## src/rtl/regdump_pkg.sv

```systemverilog
// Shared types and default dimensions for the register-file dump reader.
package regdump_pkg;

   localparam int unsigned NUM_REGS_DEF = 32;
   localparam int unsigned ADDR_W_DEF   = 5;
   localparam int unsigned DATA_W_DEF   = 32;

   // The checksum beat carries this address so it never aliases a real index
   // in a way downstream could misread (out_last disambiguates it).
   localparam logic [ADDR_W_DEF-1:0] CSUM_ADDR = 5'd0;

   typedef enum logic [1:0] {
      ST_IDLE = 2'd0,
      ST_LOAD = 2'd1,
      ST_SEND = 2'd2,
      ST_CSUM = 2'd3
   } dump_state_e;

endpackage

```

## src/rtl/regfile_dump_reader_if.sv

```systemverilog
// Read-port and stream bundle between the dump reader, the register file
// and the debug link.
interface regfile_dump_reader_if
   import regdump_pkg::*;
#(
   parameter int unsigned ADDR_W = ADDR_W_DEF,
   parameter int unsigned DATA_W = DATA_W_DEF
);

   logic [ADDR_W-1:0] rd_addr;
   logic [DATA_W-1:0] rd_data;
   logic              out_valid;
   logic              out_ready;
   logic [DATA_W-1:0] out_data;
   logic [ADDR_W-1:0] out_addr;
   logic              out_last;

   modport master (
      output rd_addr,
      input  rd_data,
      output out_valid,
      input  out_ready,
      output out_data,
      output out_addr,
      output out_last
   );

   modport slave (
      input  rd_addr,
      output rd_data,
      input  out_valid,
      output out_ready,
      input  out_data,
      input  out_addr,
      input  out_last
   );

endinterface

```

## src/rtl/regfile_dump_reader.sv

```systemverilog
// Walks the register file through its debug read port and streams every word
// out; REGDUMP_CHECKSUM_EN appends an XOR checksum beat.
module regfile_dump_reader
   import regdump_pkg::*;
#(
   parameter int unsigned NUM_REGS = NUM_REGS_DEF,
   parameter int unsigned ADDR_W   = ADDR_W_DEF,
   parameter int unsigned DATA_W   = DATA_W_DEF
) (
   input  logic                  clk,
   input  logic                  rstb,
   input  logic                  start,
   input  logic                  abort,
   output logic                  freeze,
   output logic                  done,
   regfile_dump_reader_if.master bus
);

   localparam int unsigned PTR_W = ADDR_W + 1;

   localparam logic [1:0] S_IDLE = ST_IDLE;
   localparam logic [1:0] S_LOAD = ST_LOAD;
   localparam logic [1:0] S_SEND = ST_SEND;
`ifdef REGDUMP_CHECKSUM_EN
   localparam logic [1:0] S_CSUM = ST_CSUM;
`endif

   logic [1:0]        state_q,     state_d;
   logic [PTR_W-1:0]  ptr_q,       ptr_d;
   logic [DATA_W-1:0] out_data_q,  out_data_d;
   logic [ADDR_W-1:0] out_addr_q,  out_addr_d;
   logic              out_valid_q, out_valid_d;
   logic              out_last_q,  out_last_d;
   logic              freeze_q,    freeze_d;
   logic              done_q,      done_d;
`ifdef REGDUMP_CHECKSUM_EN
   logic [DATA_W-1:0] csum_q,      csum_d;
`endif

   logic handshake;
   logic beat_is_final_reg;
   logic ptr_is_last_reg;

   // Next-state, pointer, capture and checksum logic.
   always_comb begin
      state_d     = state_q;
      ptr_d       = ptr_q;
      out_data_d  = out_data_q;
      out_addr_d  = out_addr_q;
      out_valid_d = out_valid_q;
      out_last_d  = out_last_q;
      done_d      = 1'b0;
`ifdef REGDUMP_CHECKSUM_EN
      csum_d      = csum_q;
`endif

      handshake         = out_valid_q & bus.out_ready;
      beat_is_final_reg = (out_addr_q == ADDR_W'(NUM_REGS - 1));
`ifdef REGDUMP_CHECKSUM_EN
      ptr_is_last_reg   = 1'b0;
`else
      // Without a checksum beat, the last register beat closes the dump.
      ptr_is_last_reg   = (ptr_q == PTR_W'(NUM_REGS - 1));
`endif

      case (state_q)
         S_IDLE: begin
            ptr_d       = '0;
            out_valid_d = 1'b0;
            out_last_d  = 1'b0;
`ifdef REGDUMP_CHECKSUM_EN
            csum_d      = '0;
`endif
            if (start) begin
               state_d = S_LOAD;
            end else begin
               state_d = S_IDLE;
            end
         end
         S_LOAD: begin
            out_data_d  = bus.rd_data;
            out_addr_d  = ptr_q[ADDR_W-1:0];
            out_last_d  = ptr_is_last_reg;
            ptr_d       = ptr_q + PTR_W'(1);
            out_valid_d = 1'b1;
            state_d     = S_SEND;
         end
         S_SEND: begin
            if (handshake) begin
`ifdef REGDUMP_CHECKSUM_EN
               csum_d = csum_q ^ out_data_q;
`endif
               if (beat_is_final_reg) begin
`ifdef REGDUMP_CHECKSUM_EN
                  state_d    = S_CSUM;
                  out_data_d = csum_q ^ out_data_q;
                  out_addr_d = ADDR_W'(CSUM_ADDR);
                  out_last_d = 1'b1;
`else
                  state_d     = S_IDLE;
                  out_valid_d = 1'b0;
                  out_last_d  = 1'b0;
                  done_d      = 1'b1;
`endif
               end else begin
                  out_data_d = bus.rd_data;
                  out_addr_d = ptr_q[ADDR_W-1:0];
                  out_last_d = ptr_is_last_reg;
                  ptr_d      = ptr_q + PTR_W'(1);
               end
            end else begin
               state_d = S_SEND;
            end
         end
`ifdef REGDUMP_CHECKSUM_EN
         S_CSUM: begin
            if (handshake) begin
               state_d     = S_IDLE;
               out_valid_d = 1'b0;
               out_last_d  = 1'b0;
               done_d      = 1'b1;
            end else begin
               state_d = S_CSUM;
            end
         end
`endif
         default: begin
            state_d     = S_IDLE;
            out_valid_d = 1'b0;
            out_last_d  = 1'b0;
         end
      endcase

      // Abort overrides everything outside IDLE and never pulses done.
      if (abort && (state_q != S_IDLE)) begin
         state_d     = S_IDLE;
         out_valid_d = 1'b0;
         out_last_d  = 1'b0;
         done_d      = 1'b0;
      end else begin
         state_d = state_d;
      end

      freeze_d = (state_d != S_IDLE);
   end

   // State and output registers.
   always_ff @(posedge clk or negedge rstb) begin
      if (!rstb) begin
         state_q     <= S_IDLE;
         ptr_q       <= '0;
         out_data_q  <= '0;
         out_addr_q  <= '0;
         out_valid_q <= 1'b0;
         out_last_q  <= 1'b0;
         freeze_q    <= 1'b0;
         done_q      <= 1'b0;
`ifdef REGDUMP_CHECKSUM_EN
         csum_q      <= '0;
`endif
      end else begin
         state_q     <= state_d;
         ptr_q       <= ptr_d;
         out_data_q  <= out_data_d;
         out_addr_q  <= out_addr_d;
         out_valid_q <= out_valid_d;
         out_last_q  <= out_last_d;
         freeze_q    <= freeze_d;
         done_q      <= done_d;
`ifdef REGDUMP_CHECKSUM_EN
         csum_q      <= csum_d;
`endif
      end
   end

   assign bus.rd_addr   = ptr_q[ADDR_W-1:0];
   assign bus.out_valid = out_valid_q;
   assign bus.out_data  = out_data_q;
   assign bus.out_addr  = out_addr_q;
   assign bus.out_last  = out_last_q;
   assign freeze        = freeze_q;
   assign done          = done_q;

endmodule

```

## src/flat_wrapper.sv

```systemverilog
// flat-port wrapper written by rule: the top's interface ports become plain ports
module regfile_dump_reader_flat import regdump_pkg::*;
#(
   parameter int unsigned NUM_REGS = NUM_REGS_DEF,
   parameter int unsigned ADDR_W   = ADDR_W_DEF,
   parameter int unsigned DATA_W   = DATA_W_DEF
)
  (clk, rstb, start, abort, freeze, done, bus_rd_addr, bus_rd_data, bus_out_valid, bus_out_ready, bus_out_data, bus_out_addr, bus_out_last);
  regfile_dump_reader_if #(.ADDR_W(ADDR_W), .DATA_W(DATA_W)) bus_i ();
  input  logic clk;
  input  logic rstb;
  input  logic start;
  input  logic abort;
  output logic freeze;
  output logic done;
  output wire logic [$bits(bus_i.rd_addr)-1:0] bus_rd_addr;
  input wire logic [$bits(bus_i.rd_data)-1:0] bus_rd_data;
  output wire logic [$bits(bus_i.out_valid)-1:0] bus_out_valid;
  input wire logic [$bits(bus_i.out_ready)-1:0] bus_out_ready;
  output wire logic [$bits(bus_i.out_data)-1:0] bus_out_data;
  output wire logic [$bits(bus_i.out_addr)-1:0] bus_out_addr;
  output wire logic [$bits(bus_i.out_last)-1:0] bus_out_last;
  assign bus_rd_addr = bus_i.rd_addr;
  assign bus_i.rd_data = bus_rd_data;
  assign bus_out_valid = bus_i.out_valid;
  assign bus_i.out_ready = bus_out_ready;
  assign bus_out_data = bus_i.out_data;
  assign bus_out_addr = bus_i.out_addr;
  assign bus_out_last = bus_i.out_last;
  regfile_dump_reader #(.NUM_REGS(NUM_REGS), .ADDR_W(ADDR_W), .DATA_W(DATA_W)) u_core (.clk(clk), .rstb(rstb), .start(start), .abort(abort), .freeze(freeze), .done(done), .bus(bus_i));
endmodule
```

## config.mk

```make
export PLATFORM = sky130hd
export DESIGN_NAME = regfile_dump_reader_flat
export DESIGN_NICKNAME = d
export VERILOG_FILES = /design/src/rtl/regdump_pkg.sv /design/src/rtl/regfile_dump_reader_if.sv /design/src/rtl/regfile_dump_reader.sv /design/src/flat_wrapper.sv
export SDC_FILE = /design/constraint.sdc
export NUM_CORES = 1
export LEC_CHECK = 0
export CAP_MARGIN = 20
export CORE_ASPECT_RATIO = 0.7
export CORE_MARGIN = 2
export CORE_UTILIZATION = 39
export CTS_CLUSTER_DIAMETER = 150
export DETAILED_ROUTE_END_ITERATION = 12
export PLACE_DENSITY = 0.84
export SLEW_MARGIN = 40
export SYNTH_ARGS = -nofsm -noshare
export SYNTH_HDL_FRONTEND = slang
export SYNTH_SLANG_ARGS = --single-unit
```

## constraint.sdc

```tcl
create_clock -name clk -period 1.72 [get_ports clk]
set_clock_uncertainty 0.05 [all_clocks]
set_input_delay 0.172 -clock clk [delete_from_list [all_inputs] [get_ports clk]]
set_output_delay 0.172 -clock clk [all_outputs]
set_load 0.005 [all_outputs]
```

# --- Yosys cells after proc, flatten, opt, wreduce, memory -nomap -nowiden ---
# Index checks and enable logic that the tools add are counted.
totals:
  ff_bits: 49
  input_bits: 37
  out_inout_bits: 46
  elab_cells: 53
classes:
  n_addsub: 1
  eq_ne: 8
  muxes: 26
  n_bitwise: 1
  reduce_logical: 9
ops:
  columns: ["op", "n"]
  rows:
  - ["$mux W32", 2]
  - ["$pmux W32 S2", 1]
  - ["$pmux W6 S3", 1]
  - ["$mux W6", 2]
  - ["$mux W1", 11]
  - ["$mux W5", 2]
  - ["$pmux W5 S2", 1]
  - ["$add A6 B1 Y6 const B", 1]
  - ["$eq A6 B5 Y1 const B", 1]
  - ["$mux W2", 3]
  - ["$ne A3 B1 Y1 const B", 2]
  - ["$pmux W2 S3", 1]
  - ["$reduce_and A3 Y1", 2]
  - ["$reduce_bool A2 Y1", 3]
  - ["$eq A5 B5 Y1 const B", 1]
  - ["$pmux W1 S2", 2]
  - ["$reduce_bool A3 Y1", 1]
  - ["$eq A2 B1 Y1 const B", 1]
  - ["$eq A2 B2 Y1 const B", 1]
  - ["$logic_not A2 Y1", 1]
  - ["$ne A2 B1 Y1 const B", 1]
  - ["$ne A2 B2 Y1 const B", 1]
  - ["$reduce_and A2 Y1", 1]
  - ["$and A1 B1 Y1", 1]
  - ["$logic_and A1 B1 Y1", 1]

# --- Longest topological paths before layout ---
# Gate-level depths: netlist (run 1).
depth:
  ltp_word: 6
  mapped_depth: 9
  ltp_nobuf: 6

# --- Worst setup path after synthesis (run 1) ---
# No wires, ideal clock.
synth_path:
  path_kind: "flip-flop to flip-flop"
  start: "reg u_core.state_q[0]"
  end: "reg u_core.out_addr_q[0] (netlist: u_core.bus.out_addr[0])"
  setup_ns: 0.125
  t_arrival_ns: 1.685
  t_required_ns: 1.545
  setup_slack_ns: -0.141
  stages_incl_launch_ff: 9
  path_buffers: 3
  period_less_slack_ns: 1.861
  cell_sequence: "dfrtp_1 -> inv_1 -> ha_1 -> buf_6 -> nand3_1 -> o211ai_4 -> buf_6 -> buf_12 -> mux2_4"
synth_between:
  elab_chain_cells: 3
  elab_cells_between_ends: 7
  classes_between: "4 x eq/ne; 1 x mux; 2 x reduce/logical"
synth_lines:
  columns: ["item", "line", "text"]
  rows:
  - ["start, declared", "regfile_dump_reader.sv:28", "logic [1:0] state_q, state_d;"]
  - ["start signal, assigned", "regfile_dump_reader.sv:162", "state_q <= state_d;"]
  - ["$eq A2 B2 Y1 or $eq A2 B1 Y1 (tied branches)", "regfile_dump_reader.sv:66", "case (state_q)"]
  - ["$ne A2 B1 Y1 (no source line), or another cell as far along", null, null]
  - ["$reduce_and A3 Y1 (no source line)", null, null]
  - ["end signal, assigned", "regfile_dump_reader.sv:165", "out_addr_q <= out_addr_d;"]
  - ["end, declared", "regfile_dump_reader.sv:31", "logic [ADDR_W-1:0] out_addr_q, out_addr_d;"]
# Parallel ways exist; a longest one is shown, timed or not.
# A chain may end at the register's enable or synchronous reset.

# --- Worst setup path after layout (run 1) ---
layout_path:
  start: "reg u_core.state_q[1]"
  end: "reg u_core.out_addr_q[2] (netlist: u_core.bus.out_addr[2])"
# The elaborated chain is that of the path after synthesis.

==> impl_metrics.py, run 1 <==
metrics = {
    "run_status": {
        "status": "complete, but fails checks",
        "violations": "negative setup slack",
    },
    "route": {
        "dr.pass1.iters": 4,
        "totalWireLength_um": 5520,
        "routed-via-count": 1655,
        "drtIter0Drc": 56,
        "drc": 0,
        "route.detailed.vias_per_inst": 4.85,
        "wire_per_inst_um": 16.2,
        "ant_nets": 0,
    },
    "hold_path": {
        "hold_depth": 2,
        "min_to": "u_core.bus.out_data[22]",
        "hold_start": "bus_rd_data[22]",
        "hold_path.class": "input pin to register",
    },
    "clock_network": {
        "cts_buffer_depth": 2,
        "clk_pin_slew_worst_paths_ns": 0.08,
        "clock_sinks": 49,
        "cts_htree_levels": 2,
        "clk_latency_ns": 0.29,
        "cts_buffers": 5,
        "cts_tree": "yes",
        "cts_root_buf": "clkbuf_8",
    },
    "critical_path": {
        "crit_required_ns": 1.85,
        "critPathArrivalTime_ns": 1.88,
        "r2r_slack_ns": -0.03,
        "worstSetupStartpointType": "register",
        "cp-end-kind": "register",
        "rr_endpoint": "u_core.bus.out_addr[2]",
        "path_max_fanout": 6,
        "reg2regPathDepth": 6,
        "worstSetupPathType": "register to register",
        "rr_startpoint": "u_core.state_q[1]",
    },
    "floorplanning": {
        "start_util": 0.411,
        "die-width_um": 93.5,
        "coreArea_mm2": 0.00531,
        "dieHeight_um": 66.6,
        "ios": 83,
        "rows": 22,
        "dieArea_mm2": 0.00623,
    },
    "sta": {
        "setup_ws_ns": -0.0285,
        "max_slew_margin": 0.590,
        "period_share": 1.02,
        "whs_ns": 0.442,
        "period_minus_slack_ns": 1.75,
        "fmax_mhz": 572,
        "tns_ns": -0.300,
        "maxSlewViolCount": 0,
        "final-hold-violation-count": 0,
        "rsz0062_at_grt": "true",
        "worst_pin_slew_ns": 0.614,
        "setup_viol": 22,
    },
    "synthesis": {
        "ys_top_cells_by_area": "dfrtp_1 56%, mux2_2 15%, mux2_4 5.5%",
        "synth_cells": 159,
        "synthesis.nets": 201,
        "post_synth.cell_area_avg_um2": 13.7,
        "yosysMostFrequentCell": "dfrtp_1",
        "synth.top_cells.by_count": "49 x dfrtp_1, 29 x mux2_2, 8 x mux2_4, 8 x nand2_1, 8 x nand3_1",
        "synth_top_cell_by_area": "dfrtp_1",
        "synth_cell_type_count": 32,
        "yosysWarnings": 0,
        "synth_top_area_frac": 0.561,
        "ys_seq_area_frac": 0.561,
        "ys_async_sr_fraction": 1.00,
        "syn-cell-area_mm2": 0.00219,
        "yosys_most_used_dff": "dfrtp_1",
        "synth_edf_count": 0,
        "ys_seq_elements": 49,
    },
    "power_and_ir_drop": {
        "pwr-share-seq": 0.296,
        "power_density_mw_per_mm2": 1830,
        "internal-power_mw": 4.61,
        "combPwrFrac": 0.585,
        "power_frac_clock": 0.119,
        "switching_power_mw": 1.90,
        "vdd_drop_max_mv": 0.770,
        "p_sw_frac": 0.292,
        "leakage_nw": 1.60,
    },
    "placement": {
        "dpl.hpwl_um": 3840,
        "dpl_worst_slack_ns": -0.0197,
        "place_area_mm2": 0.00320,
        "io_buffer_count": 82,
        "gp_congestion": 0.853,
    },
    "global_route": {
        "grt_overflow": 0,
        "grt_pass1_wl_um": 8170,
        "grt_max_degree": 50,
        "groute.usage.overall": 0.171,
        "antenna_found_initial": 0,
        "grt_pass1_vias": 1673,
    },
    "cells_and_area": {
        "final_net_count": 311,
        "final_area_mm2": 0.00355,
        "antenna-diode-count": 0,
        "utilization": 0.669,
        "synthToLayoutAreaGrowth_pct": 62.6,
        "layout-drive-gt1-share": 0.331,
    },
    "run": {
        "drv_cap": 0,
    },
}
state kept, by name, indices dropped and copies added (netlist names):
name and count:
u_core.bus.out_addr 5, u_core.bus.out_data 32, u_core.bus.out_last 1, u_core.bus.out_valid 1, u_core.done 1, u_core.freeze 1, u_core.ptr_q 6, u_core.state_q 2
cell usage in the layout (no fill, tap or decap), types with 2 or more instances in the layout:
master and n:
buf_4 23, a21oi_1 3, buf_6 4, ha_4 2, dfrtp_1 49, clkbuf_8 5, nand4_1 3, mux2_2 9
nand3_1 7, nand2b_1 2, nor2b_1 2, o211ai_4 2, mux2_4 28, nor3_1 2, nand3b_1 2, nor2_1 3
buf_12 2, nand2_1 8, ha_1 3, o21ai_0 2, clkdlybuf4s50_1 81, inv_1 3
power groups by stage:
stage | clock network [mW] | logic (mW) | registers [mW]
5_1_grt | 0.861 | 4.06 | 1.99
3_5_place_dp | 0 | 3.05 | 1.93
4_1_cts | 0.807 | 3.36 | 1.91
6_report | 0.777 | 3.81 | 1.93
2_1_floorplan | 0 | 1.53 | 1.97
3_3_place_gp | 0 | 2.98 | 1.91
cell type report:
cell class | count | area, um2
clock buffers | 5 | 68.8
clock inverters | 2 | 35.0
fillers | 408 | 1760
inverters | 4 | 15.0
multi-input cells | 95 | 982
flip-flops and latches | 49 | 1230
well taps | 72 | 90.1
repair buffers | 114 | 1140
metal layers:
metal	track usage	vias up	wire length, um
met5	0	-	0
met4	0.0368	0	23
met3	0.0520	4	357
met2	0.268	60	2550
met1	0.235	808	2590
li1	-	783	-
worst max-delay path: stages (launching register included):
cell and delay [ns]:
dfrtp_1 0.46, inv_1 0.13, ha_4 0.31, o211ai_4 0.09, buf_6 0.15, clkbuf_16 0.16, mux2_4 0.29
logic make-up after synthesis:
family          after synthesis  synth area share
flops                        49             0.561
mux                          37             0.204
simple gates                 35            0.0830
compound gates               18            0.0704
buf+inv                      15            0.0527
fa+ha+maj                     5            0.0286
repair_timing:
item                       in CTS  in global routing
pin swaps                       1                  1
gates cloned                    1                  1
hold buffers                    1                  0
hold endpoints to repair       49                  0
resized for setup               8                 27
setup endpoints to repair      31                 43
setup buffers                   4                  3
worst max-delay path by stage:
stage                      start                 endpoint  slack, ns  cells after the start
5_1_grt        u_core.state_q[0]          u_core.ptr_q[0]      -0.05                      8
2_1_floorplan  u_core.state_q[0]   u_core.bus.out_addr[0]      -0.09                      8
3_5_place_dp       bus_out_ready          u_core.ptr_q[4]      -0.02                      5
3_3_place_gp       bus_out_ready  u_core.bus.out_data[15]       0.03                      5
4_1_cts        u_core.state_q[0]   u_core.bus.out_data[1]     -0.005                      7
6_report       u_core.state_q[1]   u_core.bus.out_addr[2]      -0.03                      6
through the flow:
step	instances	power, mW
3_5_place_dp	324	4.99
4_1_cts	337	6.08
5_1_grt	341	6.91
3_3_place_gp	324	4.90
2_1_floorplan	159	3.50
6_report	341	6.52
No activity file was read; power rests on OpenSTA's default activity.
==> inputs of run 2 (changes only) <==
- GPL_ROUTABILITY_DRIVEN: unset -> 0
==> results of run 2 <==
Same layout as run 1: the final DEF is identical, and so are final timing and power.
==> inputs of run 3 (changes only) <==
- CORE_UTILIZATION: 39 -> 44
- PLACE_DENSITY: 0.84 -> 0.89
- clock period: 1.72 -> 2 ns (I/O delays scaled with it)
==> run 3 against run 2 <==
  * The run now ends clean
  * Sequential power shrank 13%
  * Setup slack gained 0.12 ns
  * Register-to-register slack gained 0.12 ns
  * Total power shrank 28%
  * Routed wire length shrank 11%
  * Clock power shrank 28%
  * Hold slack lost 0.040 ns
  * Sequential share of layout area grew 4.0 points
  * Final cell count shrank 7.3%
  * Flip-flop and latch count is the same
==> impl_metrics.py, run 3 (same netlist as run 1, synthesis figures left out) <==
metrics = {
    "sta": {
        "period_minus_slack_ns": 1.91,
        "rsz0062_at_grt": "false",
        "fmax_mhz": 524,
        "tns_ns": 0,
        "worst_pin_slew_ns": 0.600,
        "final-hold-violation-count": 0,
        "max_slew_margin": 0.600,
        "setup_viol": 0,
        "maxSlewViolCount": 0,
        "period_share": 0.955,
    },
    "cells_and_area": {
        "multi_input_area_um2": 850,
        "register_area_mm2": 0.00123,
        "fillers": 376,
        "final_common_cell": "clkdlybuf4s50_1",
        "synthToLayoutAreaGrowth_pct": 45.5,
        "layout_common_cells": "81 x clkdlybuf4s50_1, 49 x dfrtp_1, 29 x mux2_2, 8 x nand2_1, 8 x mux2_4",
        "largest_reg_flops": 32,
        "layout-drive-gt1-share": 0.235,
        "final_net_count": 288,
        "antenna-diode-count": 0,
    },
    "global_route": {
        "grt_max_degree": 40,
        "grt_overflow": 0,
        "antenna_found_initial": 0,
        "groute.usage.overall": 0.178,
        "grt_pass1_vias": 1678,
        "grt_pass1_wl_um": 7770,
    },
    "route": {
        "dr.pass1.iters": 4,
        "drtIter0Drc": 59,
        "drc": 0,
        "totalWireLength_um": 4920,
        "wire_per_inst_um": 15.6,
        "route.detailed.vias_per_inst": 5.01,
        "ant_nets": 0,
        "routed-via-count": 1583,
    },
    "critical_path": {
        "worstSetupStartpointType": "register",
        "r2r_slack_ns": 0.09,
        "worstSetupPathType": "register to register",
        "path_max_fanout": 18,
        "rr_startpoint": "u_core.state_q[0]",
        "slowest_delay_ns": 0.39,
        "crit_slowest_cell": "dfrtp_1",
        "critPathArrivalTime_ns": 2.04,
        "crit_required_ns": 2.13,
        "rr_endpoint": "u_core.bus.out_data[9]",
        "cp-end-kind": "register",
        "reg2regPathDepth": 6,
        "path_cells": "inv_1 -> ha_1 -> nand3_2 -> o211ai_4 -> clkbuf_16 -> mux2_2",
    },
    "hold_path": {
        "hold_path.class": "input pin to async pin",
    },
    "clock_network": {
        "cts_tree": "yes",
        "cts_buffer_depth": 2,
        "cts_root_buf": "clkbuf_8",
        "clk_pin_slew_worst_paths_ns": 0.09,
        "cts_htree_levels": 2,
        "clock_sinks": 49,
        "cts_buffers": 5,
        "clk_latency_ns": 0.29,
    },
    "power_and_ir_drop": {
        "power_density_mw_per_mm2": 1480,
        "total_power_mw": 4.69,
        "leakage_nw": 1.33,
        "vdd_drop_max_mv": 0.801,
    },
    "floorplanning": {
        "ios": 83,
        "dieHeight_um": 63.0,
        "rows": 21,
        "start_util": 0.457,
        "coreArea_mm2": 0.00478,
        "dieArea_mm2": 0.00556,
        "die-width_um": 88.2,
    },
    "placement": {
        "io_buffer_count": 82,
        "dpl.hpwl_um": 3630,
    },
    "run_status": {
        "status": "finished, final reports clean",
    },
    "run": {
        "drv_cap": 0,
    },
}
## run 3: cell count changes in the layout (fill, tap and decap cells not counted), sizes merged
| cell | change |
|---|---|
| clkinvlp | +2 |
| buf | -23 |
| bufinv | -1 |
| clkinv | -1 |
| clkbuf | +1 |
## run 3: per-stage QoR
step	setup slack (ns)	util	instance area, um2	hold slack [ns]	instances
3_3_place_gp	0.171	0.637	3050	0.191	305
5_1_grt	0.0394	0.665	3180	0.447	316
3_5_place_dp	0.101	0.637	3050	0.200	305
4_1_cts	0.0791	0.657	3140	0.414	314
6_report	0.0899	0.665	3180	0.403	316
2_1_floorplan	0.139	-	2190	-0.146	159
## run 3: worst max-delay path, delay by kind of cell (launching register included)
kind                     cells  cell delay, ns
AND/OR/NAND/NOR              1            0.13
flip-flops                   1            0.39
AO/OA/AOI/OAI                1            0.26
adder cells (fa/ha/maj)      1            0.25
buffers and inverters        2            0.36
multiplexers                 1            0.35
## run 3: where the power goes
part | switching (mW) | leakage (nW) | total (mW) | internal (mW)
Sequential | 0.268 | 0.603 | 1.68 | 1.41
Combinational | 0.853 | 0.692 | 2.46 | 1.61
Clock | 0.310 | 0.0374 | 0.556 | 0.247
Total | 1.43 | 1.33 | 4.69 | 3.26
## run 3: what timing repair did
action | 4_1_cts | 5_1_grt
hold endpoints to repair | 25 | 0
buffers inserted | 0 | 1
hold buffers | 1 | 0
endpoints found under the setup margin | 0 | 26
gates resized for setup | 0 | 1
## run 3: layout make-up
cell class | instances | area share
timing repair buffer | 91 | 0.288
clock inverter | 2 | 0.00472
inverter | 4 | 0.00472
multi-input combinational | 95 | 0.267
clock buffer | 6 | 0.0228
tap | 69 | 0.0271
sequential | 49 | 0.386
## run 3: worst max path at each step
stage	start	to	slack [ns]	cells past startpoint
5_1_grt	u_core.state_q[0]	u_core.bus.out_data[31]	0.04	6
3_5_place_dp	u_core.state_q[0]	u_core.bus.out_data[2]	0.10	6
4_1_cts	u_core.state_q[0]	u_core.bus.out_addr[4]	0.08	6
2_1_floorplan	u_core.state_q[0]	u_core.bus.out_addr[0]	0.14	8
6_report	u_core.state_q[0]	u_core.bus.out_data[9]	0.09	6
3_3_place_gp	u_core.state_q[0]	u_core.bus.out_data[22]	0.17	6
## run 3: routing by layer
metal,up-vias,GRT usage,part of all wire
met5,-,0,0
met4,0,0.0341,0.0028
met3,2,0.0528,0.069
met2,57,0.297,0.49
met1,784,0.232,0.44
li1,740,-,-
